`config.mk`:
```
export PLATFORM = sky130hd
export DESIGN_NAME = water_flow_monitor
export DESIGN_NICKNAME = d
export VERILOG_FILES = /design/src/rtl/water_flow_monitor.sv
export SDC_FILE = /design/constraint.sdc
export NUM_CORES = 1
export LEC_CHECK = 0
export CORE_ASPECT_RATIO = 0.8
export CORE_MARGIN = 2
export CORE_UTILIZATION = 58
export CTS_CLUSTER_DIAMETER = 100
export DETAILED_ROUTE_END_ITERATION = 8
export GPL_TIMING_DRIVEN = 0
export PLACE_DENSITY_LB_ADDON = 0.3
export SLEW_MARGIN = 5
export SYNTH_ARGS = -nofsm -noshare
export SYNTH_HDL_FRONTEND = slang
export SYNTH_SLANG_ARGS = --single-unit
```
`constraint.sdc`:
```
create_clock -name clk -period 3.9 [get_ports clk]
set_input_delay 0.78 -clock clk [delete_from_list [all_inputs] [get_ports clk]]
set_output_delay 0.78 -clock clk [all_outputs]
set_load 0.05 [all_outputs]
```
`src/rtl/water_flow_monitor.sv`:
```
// water_flow_monitor: flags stalled fill/drain water movement; optional overfill check enabled by WFM_OVERFILL_CHECK_EN
module water_flow_monitor #(
  parameter int LEVEL_W       = 10,
  parameter int WINDOW_CYCLES = 1000,
  parameter int MIN_DELTA     = 4,
  parameter int MAX_LEVEL     = 900
) (
  input  logic               clk,
  input  logic               reset,
  input  logic               water_flow_reset,
  input  logic               water_flow_mode,
  input  logic               water_valve,
  input  logic               drain_pump,
  input  logic [LEVEL_W-1:0] water_level_sensor,
  output logic               water_flow_error,
  output logic [1:0]         error_code,
  output logic               watching
);
  localparam int CW = $clog2(WINDOW_CYCLES + 1);
  localparam logic [1:0] IDLE = 2'd0, FILL_WATCH = 2'd1, DRAIN_WATCH = 2'd2, FAULT = 2'd3;
`ifdef WFM_OVERFILL_CHECK_EN
  localparam bit OVF_EN = 1'b1;
`else
  localparam bit OVF_EN = 1'b0;
`endif
  localparam logic [LEVEL_W:0] DELTA = (LEVEL_W + 1)'(MIN_DELTA);
  localparam logic [CW-1:0]    LAST  = CW'(WINDOW_CYCLES);
  logic [1:0]         state, state_n, code_n;
  logic [LEVEL_W-1:0] baseline, baseline_n;
  logic [CW-1:0]      cnt, cnt_n, cnt_inc;
  logic               fill_act, drain_act, same_act, fill_prog, drain_prog, prog, overfill;
  assign fill_act   = !water_flow_reset && water_valve && water_flow_mode;
  assign drain_act  = !water_flow_reset && drain_pump && !water_flow_mode;
  assign same_act   = (state == FILL_WATCH) ? fill_act : drain_act;
  assign fill_prog  = {1'b0, water_level_sensor} >= ({1'b0, baseline} + DELTA);
  assign drain_prog = ({1'b0, baseline} >= ({1'b0, water_level_sensor} + DELTA)) || (water_level_sensor == '0);
  assign prog       = (state == FILL_WATCH) ? fill_prog : drain_prog;
  assign overfill   = OVF_EN && (state == FILL_WATCH) && (water_level_sensor > LEVEL_W'(MAX_LEVEL));
  assign cnt_inc    = cnt + CW'(1);
  // next-state: clear, (re)entry/idle, then progress vs stall counting in the watch states
  always_comb begin
    state_n    = state;
    baseline_n = baseline;
    cnt_n      = cnt;
    code_n     = error_code;
    if (water_flow_reset) begin
      state_n    = IDLE;
      baseline_n = '0;
      cnt_n      = '0;
      code_n     = 2'b00;
    end else if (state == IDLE || (state != FAULT && !same_act)) begin
      state_n    = fill_act ? FILL_WATCH : drain_act ? DRAIN_WATCH : IDLE;
      cnt_n      = '0;
      baseline_n = (fill_act || drain_act) ? water_level_sensor : baseline;
    end else if (state != FAULT) begin
      if (overfill) begin
        state_n = FAULT;
        code_n  = 2'b11;
      end else if (prog) begin
        baseline_n = water_level_sensor;
        cnt_n      = '0;
      end else begin
        cnt_n   = cnt_inc;
        state_n = (cnt_inc == LAST) ? FAULT : state;
        code_n  = (cnt_inc == LAST) ? ((state == FILL_WATCH) ? 2'b01 : 2'b10) : error_code;
      end
    end
  end
  // state and datapath registers, asynchronously cleared
  always_ff @(posedge clk or posedge reset) begin
    if (reset) begin
      state      <= IDLE;
      baseline   <= '0;
      cnt        <= '0;
      error_code <= 2'b00;
    end else begin
      state      <= state_n;
      baseline   <= baseline_n;
      cnt        <= cnt_n;
      error_code <= code_n;
    end
  end
  assign water_flow_error = (state == FAULT);
  assign watching         = (state == FILL_WATCH) || (state == DRAIN_WATCH);
endmodule

```
==> reports/results.md <==
## Outcome
• run status: finished clean

## Clock tree
• buffer cell driving the clock tree root: clkbuf_8
• setup bufs post-CTS: 0
• number of buffers added by the clock tree synthesis step: 3
• buffer levels on the longest clock path: 2
• clock-pin transition on the worst setup and hold timing paths: 0.08 ns
• hold buffers post-CTS: 0
• sinks on the clock net: 24
• clk_lat worst skew: 0.26 ns
• TritonCTS clock tree: built
• deepest level of the CTS H-tree: 1
• post-CTS sizing: 0

## Yosys
• proportion of synthesized chip area in sequential cells: 29.04%
• number of distinct library cells after synthesis: 45
• cells after synthesis: 248
• Avg Cell Area, Syn: 8.340 µm²
• dominant register cell in the synthesized netlist: dfrtp_1
• Commonest cells post-synth: nand2_1 (43), ha_1 (26), dfrtp_1 (24)
• top cell type's share of synthesized area: 29.04%
• biggest area consumer among synthesized cells: dfrtp_1
• number of flops mapped to enable cells by yosys: 0
• cells taking the most area after synthesis: dfrtp_1 (29%), ha_1 (16%), nand2_1 (7.8%)
• Post-Syn Area: 2068 µm²
• fraction of synthesis flops using an asynchronous set or reset pin: 100.0%
• most instantiated library cell after synthesis: nand2_1
• Post-Synthesis Net Count: 290
• number of synthesis warnings: 0
• number of flip-flops and latches in the synthesized netlist: 24

## Power and ir drop
• Final Power: 554.6 µW
• power density relative to cell area: 235.5 nW/µm²
• leakage power: 1.049 nW
• Worst IR Drop VDD: 0.2430 mV

## STA
• Final setup viols: 0
• Final min period: 3.620 ns
• Total Neg Setup Slack: 0 ns
• Post-Route Hold Slack: 0.5253 ns
• FMAX: 276.2 MHz
• fin. max-slew vios: 0
• Worst Skew: 0.004789 ns
• post-route clock period utilization: 92.82%
• Worst Tran Pin Value: 0.8985 ns
• total count of hold-check failures in the final report: 0
• unrepaired setup endpoints after global routing: no
• worst slew margin relative to its limit: 40.04%

## Floorplan
• overall die area: 4063 µm²
• Initial Utilization: 60.42%
• standard cell core area: 3423 µm²
• top-level I/O count: 20
• Site Rows: 19
• width of the die: 70.77 µm
• vertical die dimension: 57.41 µm

## Global route
• largest net degree at the start of global routing: 25
• global route overflow: 0
• Tot GR Track Use: 23.13%
• initial antenna violation count: 0
• global-route wire length before repair: 7590 µm
• number of global-route vias before repair: 1,701

## Min path
• classification of the worst-slack hold path: reg -> reg
• hold path depth: 1
• Hold Crit Endpoint: cnt[0]
• hold path startpoint: cnt[0]

## Route
• number of nets with antenna violations after detailed routing: 0
• DRC violations left: 0
• number of detailed-route iterations in the first pass: 4
• per-cell routed wire length: 13.96 µm
• final wirelength: 4357 µm
• total number of vias: 1,784
• number of DRC violations after detailed-routing iteration 0: 117
• ratio of routed vias to standard cells: 5.718

## Cells and area
• proportion of layout cells with a drive suffix above 1: 5.926%
• area overhead of the layout relative to synthesis: 13.85%
• area used by multi-input combinational logic: 1366 µm²
• net count reported at finish: 314
• fill count: 295
• number of diodes: 0
• area taken by flip-flops and latches: 600.6 µm²
• final std cell area, no fill: 2355 µm²

## Critical path
• required time worst endpoint: 4.05 ns
• CP endpoint kind: flip-flop
• source of the worst register-to-register timing path: baseline[4]
• Critical Path Source Type: input port
• data arrival time of the critical path: 3.77 ns
• worst-case register-to-register setup slack: 0.34 ns
• Worst R2R End: error_code[1]
• Max FO, Critical Path: 10
• start-to-end type of the worst setup path: in -> reg
• worst reg-to-reg path cell count: 13

## Place
• Final HPWL DP: 3414 µm
• number of I/O port buffers: 19
• GPL Wtd Cong: 0.8962
• placed inst area: 2311 µm²

## Flow run
• Max-cap violations: 0

[kinds of logic (layout without fill, tap and decap cells)]
group | Yosys count | in the layout | synth area share, %
simple gates | 104 | 104 | 24.20
compound gates | 47 | 47 | 14.58
fa+ha+maj | 26 | 26 | 15.73
flops | 24 | 24 | 29.04
buf+inv | 22 | 44 | 4.900
xor+xnor | 13 | 13 | 5.505
mux | 12 | 12 | 6.050
[worst max path at each step]
stage                     cells past startpoint       endpoint  slack, ns                  start
after floorplan                              12  error_code[1]       0.94  water_level_sensor[7]
after global placement                       13  error_code[1]       0.04  water_level_sensor[4]
after detailed placement                     13  error_code[1]      -0.03  water_level_sensor[4]
after CTS                                    13  error_code[1]       0.23  water_level_sensor[4]
after global routing                         13  error_code[1]       0.01            baseline[4]
final                                        13  error_code[1]       0.28  water_level_sensor[5]
[layer usage]
layer | global-route usage [%] | up-vias | share of wire [%]
met3 | 4.594 | 0 | 4.5
met2 | 35.91 | 36 | 43
met4 | 3.504 | 0 | 0
li1 | - | 925 | -
met1 | 34.38 | 823 | 52
met5 | 0 | - | 0
[flip-flops by register name, indices dropped and copies added, names as in the netlist]
name        cells
baseline       10
cnt            10
error_code      2
state           2
[per-stage QoR]
step                      util, %  std cells  worst slack [ns]
after floorplan                 -        248            0.9401
after global placement      67.51        309           0.03507
after detailed placement    67.51        309          -0.02948
after CTS                   68.71        312            0.2345
after global routing        68.79        312           0.01248
final                       68.79        312            0.2799
[cells in the final DEF, fill, tap and decap left out, types with 2 or more instances in the layout]
cell             count
a211oi_1             4
a21oi_1             10
a31oi_1              3
and3_1               3
and3_4               2
buf_6                2
clkbuf_1             4
clkbuf_8             3
clkdlybuf4s50_1     18
dfrtp_1             24
ha_1                26
inv_1               15
mux2i_1             11
nand2_1             43
nand2b_1             3
nand3_1             15
nand4_1              5
nor2_1              14
nor2b_1              3
nor3_1               6
nor4_1               2
o21a_1               2
o21ai_0             15
or2_2                2
xnor2_1              4
xor2_1               9
[report_power, final]
part / internal, mW / leakage, nW / switching (mW)
clock: 0.0690 / 0.0216 / 0.0708
sequential: 0.257 / 0.328 / 0.0121
combinational: 0.0660 / 0.699 / 0.0792
[layout make-up]
class,count,area share [%]
Tap cell,42,2.232
Multi-Input combinational cell,202,58.02
Sequential cell,24,25.50
Clock buffer,3,1.753
Inverter,15,2.391
Buffer,7,1.913
Timing Repair Buffer,19,8.183
[critical path, cell delays in order]
cell and delay, ns:
clkdlybuf4s50_1 0.63, and4_1 0.28, nand4_1 0.12, xor2_1 0.17, ha_1 0.30, a211oi_1 0.25, o21ai_0 0.12, a21oi_1 0.13
o21ai_1 0.13, a21oi_2 0.19, buf_6 0.16, and3_4 0.21, mux2_4 0.30
(Power assumes the default switching activity.)
